--- src/rtl/ysyx_23060208_rd_arbiter_pkg.sv ---
// Shared definitions for the IFU/LSU read-channel arbiter in front of the CLINT.
package ysyx_23060208_rd_arbiter_pkg;
  typedef enum logic [1:0] {
    IDLE = 2'b00,
    ADDR = 2'b01,
    DATA = 2'b10
  } state_e;

  localparam logic M_IFU = 1'b0;
  localparam logic M_LSU = 1'b1;
endpackage

--- src/rtl/ysyx_23060208_arb_pick.sv ---
// Combinational winner selection: a tie goes to the master that was not granted last.
module ysyx_23060208_arb_pick
  import ysyx_23060208_rd_arbiter_pkg::*;
(
  input  logic [1:0] req_i,
  input  logic       last_i,
  output logic [1:0] gnt_o
);
  always_comb begin
    gnt_o = req_i;
    if (req_i == 2'b11) gnt_o = (last_i == M_LSU) ? 2'b01 : 2'b10;
  end
endmodule

--- src/rtl/ysyx_23060208_rd_arbiter.sv ---
// Two-master (IFU=m0, LSU=m1) AXI read arbiter, one outstanding transaction.
// YSYX_23060208_ARB_RR_EN selects round-robin ties; otherwise LSU has fixed priority.
module ysyx_23060208_rd_arbiter
  import ysyx_23060208_rd_arbiter_pkg::*;
#(
  parameter int DATA_WIDTH = 32
) (
  input  logic                    clock,
  input  logic                    reset,
  input  logic [DATA_WIDTH-1:0]   m0_araddr,
  input  logic                    m0_arvalid,
  output logic                    m0_arready,
  input  logic [3:0]              m0_arid,
  input  logic [7:0]              m0_arlen,
  input  logic [2:0]              m0_arsize,
  input  logic [1:0]              m0_arburst,
  output logic                    m0_rvalid,
  output logic [2*DATA_WIDTH-1:0] m0_rdata,
  output logic [1:0]              m0_rresp,
  output logic                    m0_rlast,
  output logic [3:0]              m0_rid,
  input  logic                    m0_rready,
  input  logic [DATA_WIDTH-1:0]   m1_araddr,
  input  logic                    m1_arvalid,
  output logic                    m1_arready,
  input  logic [3:0]              m1_arid,
  input  logic [7:0]              m1_arlen,
  input  logic [2:0]              m1_arsize,
  input  logic [1:0]              m1_arburst,
  output logic                    m1_rvalid,
  output logic [2*DATA_WIDTH-1:0] m1_rdata,
  output logic [1:0]              m1_rresp,
  output logic                    m1_rlast,
  output logic [3:0]              m1_rid,
  input  logic                    m1_rready,
  output logic [DATA_WIDTH-1:0]   s_araddr,
  output logic                    s_arvalid,
  input  logic                    s_arready,
  output logic [3:0]              s_arid,
  output logic [7:0]              s_arlen,
  output logic [2:0]              s_arsize,
  output logic [1:0]              s_arburst,
  input  logic                    s_rvalid,
  input  logic [2*DATA_WIDTH-1:0] s_rdata,
  input  logic [1:0]              s_rresp,
  input  logic                    s_rlast,
  input  logic [3:0]              s_rid,
  output logic                    s_rready
);
  localparam int RW = 2*DATA_WIDTH;

  state_e state_q, state_d;
  logic   owner_q, owner_d;
  logic [1:0][15:0] cnt_q, cnt_d;

  logic [1:0] req, gnt, arvalid, rready;
  logic [1:0][DATA_WIDTH-1:0] araddr;
  logic [1:0][3:0] arid;
  logic [1:0][7:0] arlen;
  logic [1:0][2:0] arsize;
  logic [1:0][1:0] arburst;
  logic [1:0] arready, rvalid, rlast;
  logic [1:0][RW-1:0] rdata;
  logic [1:0][1:0] rresp;
  logic [1:0][3:0] rid;
  logic last_ptr;

  assign arvalid = {m1_arvalid, m0_arvalid};
  assign req     = arvalid;
  assign rready  = {m1_rready, m0_rready};
  assign araddr  = {m1_araddr, m0_araddr};
  assign arid    = {m1_arid, m0_arid};
  assign arlen   = {m1_arlen, m0_arlen};
  assign arsize  = {m1_arsize, m0_arsize};
  assign arburst = {m1_arburst, m0_arburst};

  ysyx_23060208_arb_pick u_pick (
    .req_i  (req),
    .last_i (last_ptr),
    .gnt_o  (gnt)
  );

`ifdef YSYX_23060208_ARB_RR_EN
  logic last_q;
  always_ff @(posedge clock or negedge reset)
    if (!reset) last_q <= M_LSU;
    else if (state_q == IDLE && |gnt) last_q <= gnt[1];
  assign last_ptr = last_q;
`else
  // Pretending IFU was granted last makes every tie resolve to LSU.
  assign last_ptr = M_IFU;
`endif

  always_ff @(posedge clock or negedge reset)
    if (!reset) begin
      state_q <= IDLE;
      owner_q <= M_IFU;
      cnt_q   <= '0;
    end else begin
      state_q <= state_d;
      owner_q <= owner_d;
      cnt_q   <= cnt_d;
    end

  always_comb begin
    state_d   = state_q;
    owner_d   = owner_q;
    cnt_d     = cnt_q;
    s_araddr  = '0;
    s_arvalid = 1'b0;
    s_arid    = '0;
    s_arlen   = '0;
    s_arsize  = '0;
    s_arburst = '0;
    s_rready  = 1'b0;
    arready   = '0;
    rvalid    = '0;
    rdata     = '0;
    rresp     = '0;
    rlast     = '0;
    rid       = '0;
    case (state_q)
      IDLE: if (|gnt) begin
        owner_d = gnt[1];
        state_d = ADDR;
      end
      ADDR: begin
        s_araddr         = araddr[owner_q];
        s_arvalid        = arvalid[owner_q];
        s_arid           = arid[owner_q];
        s_arlen          = arlen[owner_q];
        s_arsize         = arsize[owner_q];
        s_arburst        = arburst[owner_q];
        arready[owner_q] = s_arready;
        if (s_arvalid && s_arready) state_d = DATA;
      end
      DATA: begin
        s_rready       = rready[owner_q];
        rvalid[owner_q] = s_rvalid;
        rdata[owner_q]  = s_rdata;
        rresp[owner_q]  = s_rresp;
        rlast[owner_q]  = s_rlast;
        rid[owner_q]    = s_rid;
        if (s_rvalid && s_rready && s_rlast) begin
          state_d = IDLE;
          if (cnt_q[owner_q] != 16'hFFFF) cnt_d[owner_q] = cnt_q[owner_q] + 16'd1;
        end
      end
      default: state_d = IDLE;
    endcase
  end

  assign m0_arready = arready[0];
  assign m0_rvalid  = rvalid[0];
  assign m0_rdata   = rdata[0];
  assign m0_rresp   = rresp[0];
  assign m0_rlast   = rlast[0];
  assign m0_rid     = rid[0];
  assign m1_arready = arready[1];
  assign m1_rvalid  = rvalid[1];
  assign m1_rdata   = rdata[1];
  assign m1_rresp   = rresp[1];
  assign m1_rlast   = rlast[1];
  assign m1_rid     = rid[1];
endmodule

--- config.mk ---
export PLATFORM = sky130hd
export DESIGN_NAME = ysyx_23060208_rd_arbiter
export DESIGN_NICKNAME = d
export VERILOG_FILES = /design/src/rtl/ysyx_23060208_rd_arbiter_pkg.sv /design/src/rtl/ysyx_23060208_arb_pick.sv /design/src/rtl/ysyx_23060208_rd_arbiter.sv
export SDC_FILE = /design/constraint.sdc
export NUM_CORES = 1
export LEC_CHECK = 0
export ABC_AREA = 1
export BUFFER_PORTS_ARGS = -buffer_cell sky130_fd_sc_hd__buf_4
export CORE_AREA = 4 4 145 147
export CTS_BUF_LIST = sky130_fd_sc_hd__clkbuf_2
export CTS_CLUSTER_DIAMETER = 50
export DETAILED_ROUTE_END_ITERATION = 10
export DIE_AREA = 0 0 149 151
export PLACE_DENSITY = 0.35
export SKIP_LAST_GASP = 1
export SLEW_MARGIN = 20
export SYNTH_ARGS = -nofsm -noshare
export SYNTH_HDL_FRONTEND = slang
export SYNTH_SLANG_ARGS = --single-unit
export TNS_END_PERCENT = 10
--- constraint.sdc ---
create_clock -name clock -period 1.77 [get_ports clock]
set_clock_uncertainty 0.2 [all_clocks]
set_input_delay 0.354 -clock clock [delete_from_list [all_inputs] [get_ports clock]]
set_output_delay 0.354 -clock clock [all_outputs]
set_load 0.1 [all_outputs]
== Word-level counts from Yosys, hierarchy flattened ==
Cells that the tools add are included.

* Flip-flop bits (word level): 3
* Output and inout port bits: 197
* Input port bits: 177
* Logic and storage cells: 64

* Reduce and logical (&&, ||, !) cells: 8
* Muxes and demuxes: 40
* Equal/unequal tests: 6
* Bitwise operators: 6
* Order comparisons: 2

{| class="wikitable"
|+ Operator list
! kind !! count
|-
| $and A128 B128 Y128 || 1
|-
| $mux W128 || 1
|-
| $mux W32 || 3
|-
| $demux W64 S1 || 1
|-
| $mux W64 || 1
|-
| $mux W8 || 4
|-
| $mux W2 || 11
|-
| $mux W4 || 5
|-
| $mux W3 || 3
|-
| $and A8 B8 Y8 || 1
|-
| $mux W1 || 7
|-
| $and A2 B2 Y2 || 3
|-
| $ne A2 B2 Y1 const B || 3
|-
| $pmux W2 S3 || 1
|-
| $and A4 B4 Y4 || 1
|-
| $demux W4 S1 || 1
|-
| $eq A2 B2 Y1 const B || 2
|-
| $logic_and A1 B1 Y1 || 4
|-
| $reduce_and A3 Y1 || 1
|-
| $demux W2 S1 || 1
|-
| $eq A2 B1 Y1 const B || 1
|-
| $logic_not A2 Y1 || 1
|-
| $lt A1 B2 Y1 const B || 1
|-
| $reduce_and A2 Y1 || 1
|-
| other kinds (3) || 3
|}

== Depth between registers and ports, before layout ==
* Word-level depth: 6
* Mapped depth: 7
* Depth with buffers taken out: 6

== Hierarchy ==
A second synthesis with hierarchy kept.

* Cells, all modules: 438
* Area, all modules: 1900.6 um2

{| class="wikitable"
|+ Modules (own cells, without submodules)
! module !! times used !! cells each !! area each (um2) !! sequential area each (um2)
|-
| ysyx_23060208_rd_arbiter || 1 || 433 || 1879.3 || 75.1
|-
| ysyx_23060208_arb_pick || 1 || 5 || 21.3 || 0.0
|}

== Worst setup path after synthesis ==
No wires, ideal clock.

* Path type: flip-flop to output port
* Start: register owner_q
* End: output port s_rready
* Data arrival time: 2.853 ns
* Stages on the path, launching flop included: 5
* Setup slack: -1.637 ns
* Cells stage by stage: dfrtp_1 -> buf_2 -> inv_2 -> nand2_1 -> a21boi_0

* Longest elaborated chain between the ends: 3

{| class="wikitable"
|+ Ends and longest elaborated chain
! item !! line !! RTL
|-
| start, declared || ysyx_23060208_rd_arbiter.sv:53 || <nowiki>logic owner_q, owner_d;</nowiki>
|-
| start signal, assigned || ysyx_23060208_rd_arbiter.sv:101 || <nowiki>owner_q <= owner_d;</nowiki>
|-
| $mux W1 (implied by the code) (2 in series) || ysyx_23060208_rd_arbiter.sv:138 || <nowiki>s_rready = rready[owner_q];</nowiki>
|-
| $mux W1 || ysyx_23060208_rd_arbiter.sv:122 || <nowiki>case (state_q)</nowiki>
|-
| end, declared || ysyx_23060208_rd_arbiter.sv:48 || <nowiki>output logic s_rready</nowiki>
|}

No other way between the ends. The select of a mux whose other input is x is not followed.

== Worst setup path after layout ==
* Start: register state_q[0]
* End: output port m0_rdata[44]

* Longest elaborated chain between the ends: 2

{| class="wikitable"
|+ Ends and longest elaborated chain
! item !! line !! RTL
|-
| start, declared || ysyx_23060208_rd_arbiter.sv:52 || <nowiki>state_e state_q, state_d;</nowiki>
|-
| start signal, assigned || ysyx_23060208_rd_arbiter.sv:100 || <nowiki>state_q <= state_d;</nowiki>
|-
| $eq A2 B2 Y1 || ysyx_23060208_rd_arbiter.sv:122 ||
|-
| $mux W128 || ysyx_23060208_rd_arbiter.sv:122 ||
|-
| end, declared || ysyx_23060208_rd_arbiter.sv:18 || <nowiki>output logic [2*DATA_WIDTH-1:0] m0_rdata,</nowiki>
|}

No other way between the ends.

==> impl_metrics.tcl <==
set metrics [dict create \
    status "complete, but fails checks" \
    violations "setup timing" \
    drive_gt1_frac 0.620 \
    worstHoldPathType "in2reg" \
    diodes 0 \
    timing.rr.start "owner_q" \
    clk_path_buf_depth 2 \
    area_growth_pct 238 \
    setup_tns_ns -53.88 \
    wl_per_cell_um 14.7 \
    dr.first_iter.drc_count 114 \
    post-route-min-period_ns 2.10 \
    drc_errors 0 \
    rows 52 \
    dpl.hpwl_um 13000 \
    synthMuxAreaShare 0 \
    whs_endpoint "owner_q" \
    hold_violations 0 \
    r2r_cells 8 \
    setup_viol 197 \
    grt-ovfl-total 0 \
    hold_start "m1_arvalid" \
    worst-path-max-fanout 15 \
    post-route-util 0.303 \
    gp_congestion 0.737 \
    syn_area_um2 1780 \
    cts.sinks 3 \
    grt_pass1_wl_um 21200 \
    drv_cap 0 \
    start_kind "flop" \
    required_ns 1.22 \
    tritoncts "done" \
    io_buffers 373 \
    place_area_um2 5370 \
    ys_types 13 \
    die_w_um 149 \
    arrival_ns 1.54 \
    die_h_um 151 \
    synth-seq-cells 3 \
    dpl.cell_count 1055 \
    cts_root_buf "clkbuf_2" \
    yosys_warnings 0 \
    dr.pass1.iters 4 \
    syn_avg_cell_area_um2 4.20 \
    r2r_end "state_q[1]" \
    final_area_um2 6030 \
    critPathKind "reg2out" \
    leakagePower_nw 3.31 \
    period_share 1.18 \
    antenna_found_initial 0 \
    rsz0062_at_grt "yes" \
    dieArea_um2 22500 \
    num_vias 3841 \
    worst_pin_slew_ns 0.304 \
    setup_ws_ns -0.327 \
    track_usage 0.118 \
    whs_ns 0.264 \
    peakVddDrop_mv 1.38 \
    grt_pass1_vias 3679 \
    cts_setup_buffers 0 \
    synth_fa_ha_area_frac 0 \
    synthSimpleGateAreaFrac 0.561 \
    ant_nets 0 \
    wl_um 15600 \
    drv_slew 0 \
    relSlewSlack 0.797 \
    cts_buffers 3 \
    htree_num_levels 1 \
    start_util 0.0896 \
    hold-path-cell-count 3 \
    ff2ff_setup_slack_ns 0.15 \
    nNetsFinal 970 \
    syn_nets 602 \
    seq_area_frac_synth 0.0421 \
    viasPerCell 3.62 \
    io_pins 374 \
    clock_latency_ns 0.21 \
    clkTransAtPathRegs_ns 0.05 \
    max_freq_mhz 477 \
    synthCells 425 \
    synth_top_family_by_area "simple AND/OR/NAND/NOR gates" \
    synth_compound_area_frac 0.150 \
    critPathCaptureType "primary output" \
    coreArea_um2 19900 \
    setup.worst_path.start "state_q[0]" \
    grt_max_degree 58 \
    fin_cells 1062 \
    synth-xor-area-share 0 \
    powerDensity_nw_per_um2 1970 \
]
synthesized netlist by cell type:
master    count  area (µm²)
nor2_4        1        11.3
nand3_1       2        10.0
nand2_2       2        12.5
buf_2        30         150
nand2_1     108         405
o21ai_0       3        15.0
dfrtp_1       3        75.1
a21oi_1      49         245
nor3_1        2        10.0
inv_2         2        7.51
inv_1        75         282
nor2_1      147         552
a21boi_0      1        7.51
logic make-up (layout without fill, tap and decap cells):
| group | count (synthesis) | in the layout |
|---|---|---|
| buffers and inverters | 107 | 474 |
| AND/OR/NAND/NOR | 262 | 262 |
| flip-flops | 3 | 3 |
| AO/OA/AOI/OAI | 53 | 53 |
metal layers:
metal | vias to the layer above | global-route usage | part of all wire
met5 | - | 0 | 0
li1 | 1961 | - | -
met4 | 0 | 0.0211 | 0.010
met3 | 12 | 0.0314 | 0.094
met1 | 1667 | 0.125 | 0.35
met2 | 201 | 0.234 | 0.55
worst max-delay path, stage by stage (launching register included):
cell     delay (ns)
dfrtp_1        0.40
nor2_4         0.17
nand2_2        0.09
buf_4          0.20
nor2_1         0.15
buf_4          0.31
sequential cells by signal, summed over array words and instances, names as in the netlist:
signal   flops
owner_q      1
state_q      2
layout make-up:
| cell class | count | area, µm² |
|---|---|---|
| Fill cell | 2258 | 13900 |
| Timing Repair Buffer | 393 | 3590 |
| Multi-Input combinational cell | 315 | 1720 |
| Tap cell | 270 | 338 |
| Inverter | 77 | 292 |
| Sequential cell | 3 | 76.3 |
| Clock buffer | 4 | 20.0 |
report_power, final:
part	total (W)	internal (W)	switching, W
clock	0.0000985	0.0000596	0.0000388
sequential	0.000153	0.000105	0.0000481
combinational	0.0117	0.00269	0.00897
total	0.0119	0.00285	0.00905
worst max path at each step:
| stage | endpoint | cells past startpoint |
|---|---|---|
| 5_1_grt | m0_rdata[7] | 6 |
| 3_5_place_dp | s_rready | 5 |
| 4_1_cts | m1_rid[0] | 5 |
| 6_report | m0_rdata[44] | 5 |
| 3_3_place_gp | s_rready | 5 |
| 2_1_floorplan | m0_rdata[10] | 4 |
stage by stage:
step	power (W)	setup WS, ns
floorplan	0.00884	-0.871
global placement	0.0115	-0.136
detailed placement	0.0114	-0.133
CTS	0.0118	-0.323
global route	0.0123	-0.436
finish	0.0119	-0.327
repair_timing:
item | in CTS | in global routing
cloned | 0 | 2
pin swaps | 0 | 0
resized for setup | 70 | 87
hold buffers | 1 | 0
hold endpoints to repair | 3 | 0
setup endpoints to repair | 197 | 197
cell usage in the layout (no fill, tap or decap), types with 2 or more instances in the layout:
cell type / Yosys / final
a21oi_2: 0 / 32
a21oi_4: 0 / 17
buf_12: 0 / 21
buf_4: 0 / 279
buf_6: 0 / 87
buf_8: 0 / 4
clkbuf_2: 0 / 4
dfrtp_1: 3 / 2
inv_1: 75 / 75
nand2_1: 108 / 100
nand2_2: 2 / 8
nand2_4: 0 / 2
nand3_1: 2 / 2
nor2_1: 147 / 118
nor2_2: 0 / 25
nor2_4: 1 / 5
nor3_2: 0 / 2
o21ai_0: 3 / 3
Note: power is estimated with default switching activity, not from simulation.
